[src/rtl/rx_store_pkg.sv]
// Shared types, constants and the ones-complement adder used by the
// receive/transmit data stores and the header builders.
package rx_store_pkg;

    typedef enum logic [1:0] {
        IDLE,
        RECV,
        DONE,
        READ
    } state_t;

    localparam int CKSUM_W = 16;
    localparam int ADDR_W  = 8;

    // 16-bit add with the carry out folded back into bit 0.
    function automatic logic [CKSUM_W-1:0] cksum_add(input logic [CKSUM_W-1:0] a,
                                                     input logic [CKSUM_W-1:0] b);
        logic [CKSUM_W:0] s;
        s = {1'b0, a} + {1'b0, b};
        return s[CKSUM_W-1:0] + {{(CKSUM_W-1){1'b0}}, s[CKSUM_W]};
    endfunction

endpackage

[src/rtl/xilinx_true_dual_port_read_first_2_clock_ram.sv]
// Dual-port block RAM, read-first, with an output register on both ports
// (two-cycle read latency). Port B carries the write.
module xilinx_true_dual_port_read_first_2_clock_ram #(
    parameter int RAM_WIDTH = 16,
    parameter int RAM_DEPTH = 256
) (
    input  logic                         clka,
    input  logic                         clkb,
    input  logic [$clog2(RAM_DEPTH)-1:0] addra,
    input  logic [$clog2(RAM_DEPTH)-1:0] addrb,
    input  logic [RAM_WIDTH-1:0]         dinb,
    input  logic                         ena,
    input  logic                         enb,
    input  logic                         web,
    input  logic                         rsta,
    input  logic                         rstb,
    input  logic                         regcea,
    input  logic                         regceb,
    output logic [RAM_WIDTH-1:0]         douta,
    output logic [RAM_WIDTH-1:0]         doutb
);

    // NOTE: the array has no reset; block RAM cannot be cleared in a cycle and
    // the read-side valid pipeline already masks whatever it holds.
    logic [RAM_WIDTH-1:0] mem [RAM_DEPTH];
    logic [RAM_WIDTH-1:0] ram_data_a_q, ram_data_b_q;
    logic [RAM_WIDTH-1:0] douta_q, doutb_q;

    always_ff @(posedge clkb) begin
        if (enb) begin
            if (web) mem[addrb] <= dinb;
            ram_data_b_q <= mem[addrb];
        end
    end

    always_ff @(posedge clka) begin
        if (ena) ram_data_a_q <= mem[addra];
    end

    // Output registers use the BRAM's synchronous, active-high reset.
    always_ff @(posedge clka) begin
        if (rsta)        douta_q <= '0;
        else if (regcea) douta_q <= ram_data_a_q;
    end

    always_ff @(posedge clkb) begin
        if (rstb)        doutb_q <= '0;
        else if (regceb) doutb_q <= ram_data_b_q;
    end

    assign douta = douta_q;
    assign doutb = doutb_q;

endmodule

[src/rtl/data_store_rx.sv]
// Receive payload buffer: packs N-bit chunks into words in BRAM, tracks byte
// length and ones-complement sum, then drains the words on request.
module data_store_rx
    import rx_store_pkg::*;
#(
    parameter int N         = 2,
    parameter int DATA_SIZE = 16
) (
    input  logic                 clk,
    input  logic                 rst,
    input  logic                 axiiv,
    input  logic [N-1:0]         axiid,
    input  logic                 read_request,
    output logic                 axiov,
    output logic [DATA_SIZE-1:0] axiod,
    output logic                 axi_last,
    output logic                 frame_done,
    output logic [15:0]          data_sum,
    output logic [15:0]          data_length,
    output logic                 overflow
);

    localparam int DEPTH       = 256;
    localparam int WORD_CHUNKS = DATA_SIZE / N;
    localparam int CKS_CHUNKS  = CKSUM_W / N;
    localparam int WORD_BYTES  = DATA_SIZE / 8;
    localparam int CNT_W       = 5;
    localparam int IDX_W       = ADDR_W + 1;
    localparam logic [IDX_W-1:0] DEPTH_IDX = IDX_W'(DEPTH);

    state_t               state_q, state_d;
    logic [CNT_W-1:0]     wcnt_q, wcnt_d, wcnt_b;
    logic [CNT_W-1:0]     ccnt_q, ccnt_d, ccnt_b;
    logic [DATA_SIZE-1:0] word_sr_q, word_sr_d, word_tail;
    logic [CKSUM_W-1:0]   cks_sr_q, cks_sr_d, cks_tail;
    logic [CKSUM_W-1:0]   sum_q, sum_d, sum_b;
    logic [IDX_W-1:0]     widx_q, widx_d, widx_b;
    logic [IDX_W-1:0]     rd_idx_q, rd_idx_d;
    logic [15:0]          len_q, len_d, len_b;
    logic                 ovf_q, ovf_d, ovf_b;
    logic                 frame_done_q, frame_done_d;
    logic                 vld1_q, vld1_d, vld2_q, vld2_d;
    logic                 last1_q, last1_d, last2_q, last2_d;
    logic                 start;
    int                   w_bytes, c_bytes;

    logic                 ram_web, ram_ena;
    logic [ADDR_W-1:0]    ram_addrb;
    logic [DATA_SIZE-1:0] ram_dinb, ram_douta, doutb_unused;

    xilinx_true_dual_port_read_first_2_clock_ram #(
        .RAM_WIDTH(DATA_SIZE),
        .RAM_DEPTH(DEPTH)
    ) u_ram (
        .clka  (clk),
        .clkb  (clk),
        .addra (rd_idx_q[ADDR_W-1:0]),
        .addrb (ram_addrb),
        .dinb  (ram_dinb),
        .ena   (ram_ena),
        .enb   (1'b1),
        .web   (ram_web),
        .rsta  (~rst),
        .rstb  (~rst),
        .regcea(1'b1),
        .regceb(1'b1),
        .douta (ram_douta),
        .doutb (doutb_unused)
    );

    // NOTE: state registers use non-blocking assignments so every flop samples
    // pre-edge values regardless of statement order.
    always_ff @(posedge clk or negedge rst) begin
        if (!rst) begin
            state_q      <= IDLE;
            wcnt_q       <= '0;
            ccnt_q       <= '0;
            word_sr_q    <= '0;
            cks_sr_q     <= '0;
            sum_q        <= '0;
            widx_q       <= '0;
            rd_idx_q     <= '0;
            len_q        <= '0;
            ovf_q        <= 1'b0;
            frame_done_q <= 1'b0;
            vld1_q       <= 1'b0;
            vld2_q       <= 1'b0;
            last1_q      <= 1'b0;
            last2_q      <= 1'b0;
        end else begin
            state_q      <= state_d;
            wcnt_q       <= wcnt_d;
            ccnt_q       <= ccnt_d;
            word_sr_q    <= word_sr_d;
            cks_sr_q     <= cks_sr_d;
            sum_q        <= sum_d;
            widx_q       <= widx_d;
            rd_idx_q     <= rd_idx_d;
            len_q        <= len_d;
            ovf_q        <= ovf_d;
            frame_done_q <= frame_done_d;
            vld1_q       <= vld1_d;
            vld2_q       <= vld2_d;
            last1_q      <= last1_d;
            last2_q      <= last2_d;
        end
    end

    always_comb begin
        state_d = state_q;
        unique case (state_q)
            IDLE: if (axiiv) state_d = RECV;
            RECV: if (!axiiv) state_d = DONE;
            DONE: begin
                if (axiiv)                                 state_d = RECV;
                else if (read_request && widx_q != '0)     state_d = READ;
            end
            READ: begin
                if (axiiv)                 state_d = RECV;
                else if (vld2_q && last2_q) state_d = DONE;
            end
            default: state_d = IDLE;
        endcase
    end

    // Packer and checksum. A chunk seen outside RECV is the first chunk of a
    // new frame, so it is folded into freshly cleared counters.
    always_comb begin
        // NOTE: every signal gets a default first so no path can infer a latch.
        start     = axiiv && (state_q != RECV);
        wcnt_b    = start ? '0 : wcnt_q;
        ccnt_b    = start ? '0 : ccnt_q;
        widx_b    = start ? '0 : widx_q;
        len_b     = start ? '0 : len_q;
        sum_b     = start ? '0 : sum_q;
        ovf_b     = start ? 1'b0 : ovf_q;
        wcnt_d    = wcnt_b;
        ccnt_d    = ccnt_b;
        widx_d    = widx_b;
        len_d     = len_b;
        sum_d     = sum_b;
        ovf_d     = ovf_b;
        word_sr_d = word_sr_q;
        cks_sr_d  = cks_sr_q;
        ram_web   = 1'b0;
        ram_addrb = widx_b[ADDR_W-1:0];
        ram_dinb  = '0;
        w_bytes   = (int'(wcnt_q) * N) / 8;
        c_bytes   = (int'(ccnt_q) * N) / 8;
        // Partial registers left-justified, trimmed to whole bytes.
        word_tail = (word_sr_q << (DATA_SIZE - int'(wcnt_q) * N))
                  & ({DATA_SIZE{1'b1}} << (DATA_SIZE - w_bytes * 8));
        cks_tail  = (cks_sr_q << (CKSUM_W - int'(ccnt_q) * N))
                  & (16'hFFFF << (CKSUM_W - c_bytes * 8));
        frame_done_d = (state_q == RECV) && !axiiv;

        if (axiiv) begin
            word_sr_d = (word_sr_q << N) | DATA_SIZE'(axiid);
            if (wcnt_b == CNT_W'(WORD_CHUNKS - 1)) begin
                wcnt_d = '0;
                if (widx_b < DEPTH_IDX) begin
                    ram_web  = 1'b1;
                    ram_dinb = word_sr_d;
                    widx_d   = widx_b + IDX_W'(1);
                    len_d    = len_b + 16'(WORD_BYTES);
                end else begin
                    ovf_d = 1'b1;
                end
            end else begin
                wcnt_d = wcnt_b + CNT_W'(1);
            end

            cks_sr_d = (cks_sr_q << N) | CKSUM_W'(axiid);
            if (ccnt_b == CNT_W'(CKS_CHUNKS - 1)) begin
                ccnt_d = '0;
                sum_d  = cksum_add(sum_b, cks_sr_d);
            end else begin
                ccnt_d = ccnt_b + CNT_W'(1);
            end
        end else if (state_q == RECV) begin
            wcnt_d = '0;
            ccnt_d = '0;
            if (w_bytes != 0) begin
                if (widx_b < DEPTH_IDX) begin
                    ram_web  = 1'b1;
                    ram_dinb = word_tail;
                    widx_d   = widx_b + IDX_W'(1);
                    len_d    = len_b + 16'(w_bytes);
                end else begin
                    ovf_d = 1'b1;
                end
            end
            sum_d = cksum_add(sum_b, cks_tail);
        end
    end

    // Drain: issue one address per cycle; valid/last ride a two-stage pipe
    // matching the BRAM read latency.
    always_comb begin
        rd_idx_d = rd_idx_q;
        ram_ena  = 1'b0;
        vld1_d   = 1'b0;
        last1_d  = 1'b0;
        if (state_q == DONE && state_d == READ) begin
            rd_idx_d = '0;
        end else if (state_q == READ && state_d == READ && rd_idx_q < widx_q) begin
            ram_ena  = 1'b1;
            vld1_d   = 1'b1;
            last1_d  = (rd_idx_q == widx_q - IDX_W'(1));
            rd_idx_d = rd_idx_q + IDX_W'(1);
        end
        vld2_d  = vld1_q && (state_d == READ);
        last2_d = last1_q && (state_d == READ);
    end

    // A frame starting mid-drain drops valid combinationally in that cycle.
    always_comb begin
        axiov    = (state_q == READ) && vld2_q && !axiiv;
        axi_last = axiov && last2_q;
        axiod    = axiov ? ram_douta : '0;
    end

    assign frame_done  = frame_done_q;
    assign data_sum    = sum_q;
    assign data_length = len_q;
    assign overflow    = ovf_q;

endmodule

[config.mk]
export PLATFORM = sky130hd
export DESIGN_NAME = data_store_rx
export DESIGN_NICKNAME = d
export VERILOG_FILES = /design/src/rtl/rx_store_pkg.sv /design/src/rtl/xilinx_true_dual_port_read_first_2_clock_ram.sv /design/src/rtl/data_store_rx.sv
export SDC_FILE = /design/constraint.sdc
export NUM_CORES = 2
export LEC_CHECK = 0
export BUFFER_PORTS_ARGS = -buffer_cell sky130_fd_sc_hd__buf_4
export CAP_MARGIN = 20
export CORE_MARGIN = 10
export CORE_UTILIZATION = 48
export DETAILED_ROUTE_END_ITERATION = 6
export MAX_ROUTING_LAYER = met4
export PLACE_DENSITY_LB_ADDON = 0.3
export SLEW_MARGIN = 20
export SYNTH_ARGS = -nofsm -noshare
export SYNTH_HDL_FRONTEND = slang
export SYNTH_HIERARCHICAL = 1
export SYNTH_SLANG_ARGS = --single-unit
export TNS_END_PERCENT = 10
[constraint.sdc]
create_clock -name clk -period 18.7 [get_ports clk]
set_input_delay 0 -clock clk [delete_from_list [all_inputs] [get_ports clk]]
set_output_delay 0 -clock clk [all_outputs]
set_load 0.02 [all_outputs]
==> flow_metrics.py <==
metrics = {
    "worst_setup_path": {
        "cp_data_required_time_ns": 19.38,
        "crit_path_top_delay_cell": "dfrtp_4",
        "critPathMaxStageDelay_ns": 1.01,
        "critPathLaunchType": "flip-flop",
        "cp_cell_sequence": "buf_12, buf_12, buf_12, buf_4, mux4_2, a22o_1, a221oi_1, o22ai_1, o22ai_1, nor4_1",
        "r2r_start": "rd_idx_q[0]",
        "critPathBufInv": 4,
        "crit_family": "buffers and inverters",
        "crit_top_cell": "buf_12",
        "crit_cells": 10,
        "cp-end-kind": "flip-flop",
        "critPathLaunch": "rd_idx_q[0]",
        "cp_data_arrival_time_ns": 7.33,
        "worstRegToRegCells": 10,
        "critPathCapture": "u_ram/ram_data_a_q[13]",
        "crit_type": "flip-flop to flip-flop",
        "cp_max_fo": 106,
        "r2r-end": "u_ram/ram_data_a_q[13]",
        "reg2reg_slack_ns": 12.05,
    },
    "pwr": {
        "sequentialPowerShare_pct": 48.7,
        "pwr-share-clk_pct": 39.5,
        "netSwitchingPower_w": 0.00492,
        "p_comb_share_pct": 11.8,
        "ir_drop_mv": 0.0945,
        "p_int_w": 0.0163,
        "p_per_area_nw_per_um2": 112,
        "p_leak_nw": 60.2,
        "swShare_pct": 23.2,
    },
    "cts": {
        "cts_tree": "yes",
        "htree_num_levels": 5,
        "numCtsBuffers": 418,
        "clkTransAtPathRegs_ns": 0.06,
        "clockBufferDepth": 4,
        "cts_sinks": 4212,
        "root_buffer": "clkbuf_16",
        "insertion_delay_ns": 0.99,
    },
    "place": {
        "portBuffers": 57,
        "dp_slack_ns": 12.03,
        "dp_hpwl_mm": 271,
        "finalWeightedCongestion": 0.894,
    },
    "global_routing": {
        "grt_pass1_vias": 86800,
        "track_usage_pct": 24.7,
        "antenna_found_initial": 20,
        "grt-ovfl-total": 0,
        "grt_max_degree": 191,
        "grt_pass1_wl_mm": 653,
    },
    "finish": {
        "syn_to_final_growth_pct": 12.4,
        "fin_nets": 9020,
        "utilization_pct": 54.1,
        "layout-drive-gt1-share_pct": 22.4,
    },
    "synthesis": {
        "yosysWarnings": 6,
        "netlist_area_um2": 168000,
        "synth_cells": 8611,
        "avgSynthCellArea_um2": 19.5,
    },
    "job": {
        "max-cap-violations": 0,
    },
    "die": {
        "core_um2": 349000,
        "die_w_um": 612,
        "row_count": 217,
        "top_level_ports": 58,
        "die_area_um2": 374000,
        "initial_core_util_pct": 48.1,
        "die_y_um": 612,
    },
    "timing": {
        "fin_skew_ns": 0.0793,
        "fin_tns_setup_ns": 0,
        "whs_ns": 0.0646,
        "period_needed_ns": 6.65,
        "rsz0062_at_grt": "false",
        "worstMarginPinSlew_ns": 1.22,
        "fin_crit_sh_pct": 35.6,
        "max_freq_ghz": 0.150,
        "fin_ws_ns": 12.05,
        "finalSetupViolations": 0,
        "drv_slew": 0,
        "slew_headroom_pct": 17.8,
        "hold_viol": 0,
    },
    "routing": {
        "wl_mm": 460,
        "drt_drc_violations_left": 8,
        "first_iter_violations": 12500,
        "avgRoutedWirePerCell_um": 33.1,
        "vias_per_cell": 6.45,
        "vias": 89700,
        "drt_first_pass_iters": 7,
        "ant_nets": 0,
    },
    "status": {
        "violations": "DRC",
        "outcome": "finished, violations left",
    },
    "min_path": {
        "hold_class": "input pin to flip-flop",
    },
}
[repair_timing]
item,4_1_cts,5_1_grt
setup buffers,0,0
hold buffers,11,0
endpoints found under the hold margin,181,0
gates resized for setup,0,0
[state kept, by name (all words and copies together) (netlist names)]
signal              flops
vld1_q                  1
last2_q                 1
overflow                1
data_sum               16
word_sr_q              16
frame_done              1
ccnt_q                  5
u_ram/ram_data_a_q     16
u_ram/douta            16
state_q                 2
wcnt_q                  5
widx_q                  9
last1_q                 1
data_length            16
u_ram/mem            4096
vld2_q                  1
rd_idx_q                9
[worst min-delay path by stage]
stage | from | endpoint | slack (ns) | cells past startpoint
2_1_floorplan | rst | ccnt_q[0] | -0.30 | 0
3_3_place_gp | rst | data_length[15] | -0.05 | 1
3_5_place_dp | rst | data_length[14] | -0.05 | 1
4_1_cts | axiiv | wcnt_q[1] | 0.01 | 4
5_1_grt | axiiv | wcnt_q[1] | 0.07 | 4
6_report | axiiv | wcnt_q[1] | 0.06 | 4
[routing by layer]
metal,share of wire (%),GRT usage [%]
met3,10,4.53
met2,47,37.2
met1,38,33.6
met5,0,-
met4,4.8,9.91
[layout make-up]
cell class                 instances  area (um2)
inverter                          49         193
multi-input combinational       3794       39400
sequential                      4212      126000
clock buffer                     513       11000
fill                           26200      160000
timing repair buffer             475        3860
antenna                           23        57.6
tap                             4599        5750
clock inverter                   252        2660
[layout by cell type, fill, tap and decap left out, types with 40 or more instances in the layout]
cell type     n
a211oi_1     40
clkinv_1     93
a22oi_1     143
o21ai_0      89
mux2i_1     509
nor3_1      156
a221oi_1     57
clkbuf_1     87
o221ai_1    118
a21oi_1     215
nor2_1      482
and2_1       50
clkinv_2     72
mux4_2      839
ha_1         61
dfrtp_1      78
nand3_1      52
nand2_1     205
o22ai_1     217
inv_1        42
edfxtp_1   4112
clkbuf_16   423
bufinv_16    48
buf_4       439
[power by group through the flow]
stage / sequential (W) / combinational (W) / clock (W)
2_1_floorplan: 0.0105 / 0.00218 / 0
3_3_place_gp: 0.0105 / 0.00250 / 0
3_5_place_dp: 0.0105 / 0.00253 / 0
4_1_cts: 0.0103 / 0.00254 / 0.00847
5_1_grt: 0.0103 / 0.00269 / 0.00883
6_report: 0.0103 / 0.00251 / 0.00837
[worst register-to-register path: cells and delay by family (launching register included)]
family          cells  cell delay (ns)
flops               1             1.01
mux                 1             0.63
buf+inv             4             3.17
simple gates        1             0.14
compound gates      4             1.41
[through the flow]
step	total power [W]	std cells	cell area (um2)
global placement	0.0130	13100	175000
detailed placement	0.0130	13100	175000
CTS	0.0213	13900	189000
global route	0.0218	13900	189000
floorplan	0.0127	8613	168000
finish	0.0212	13900	189000
(Power assumes the default switching activity.)
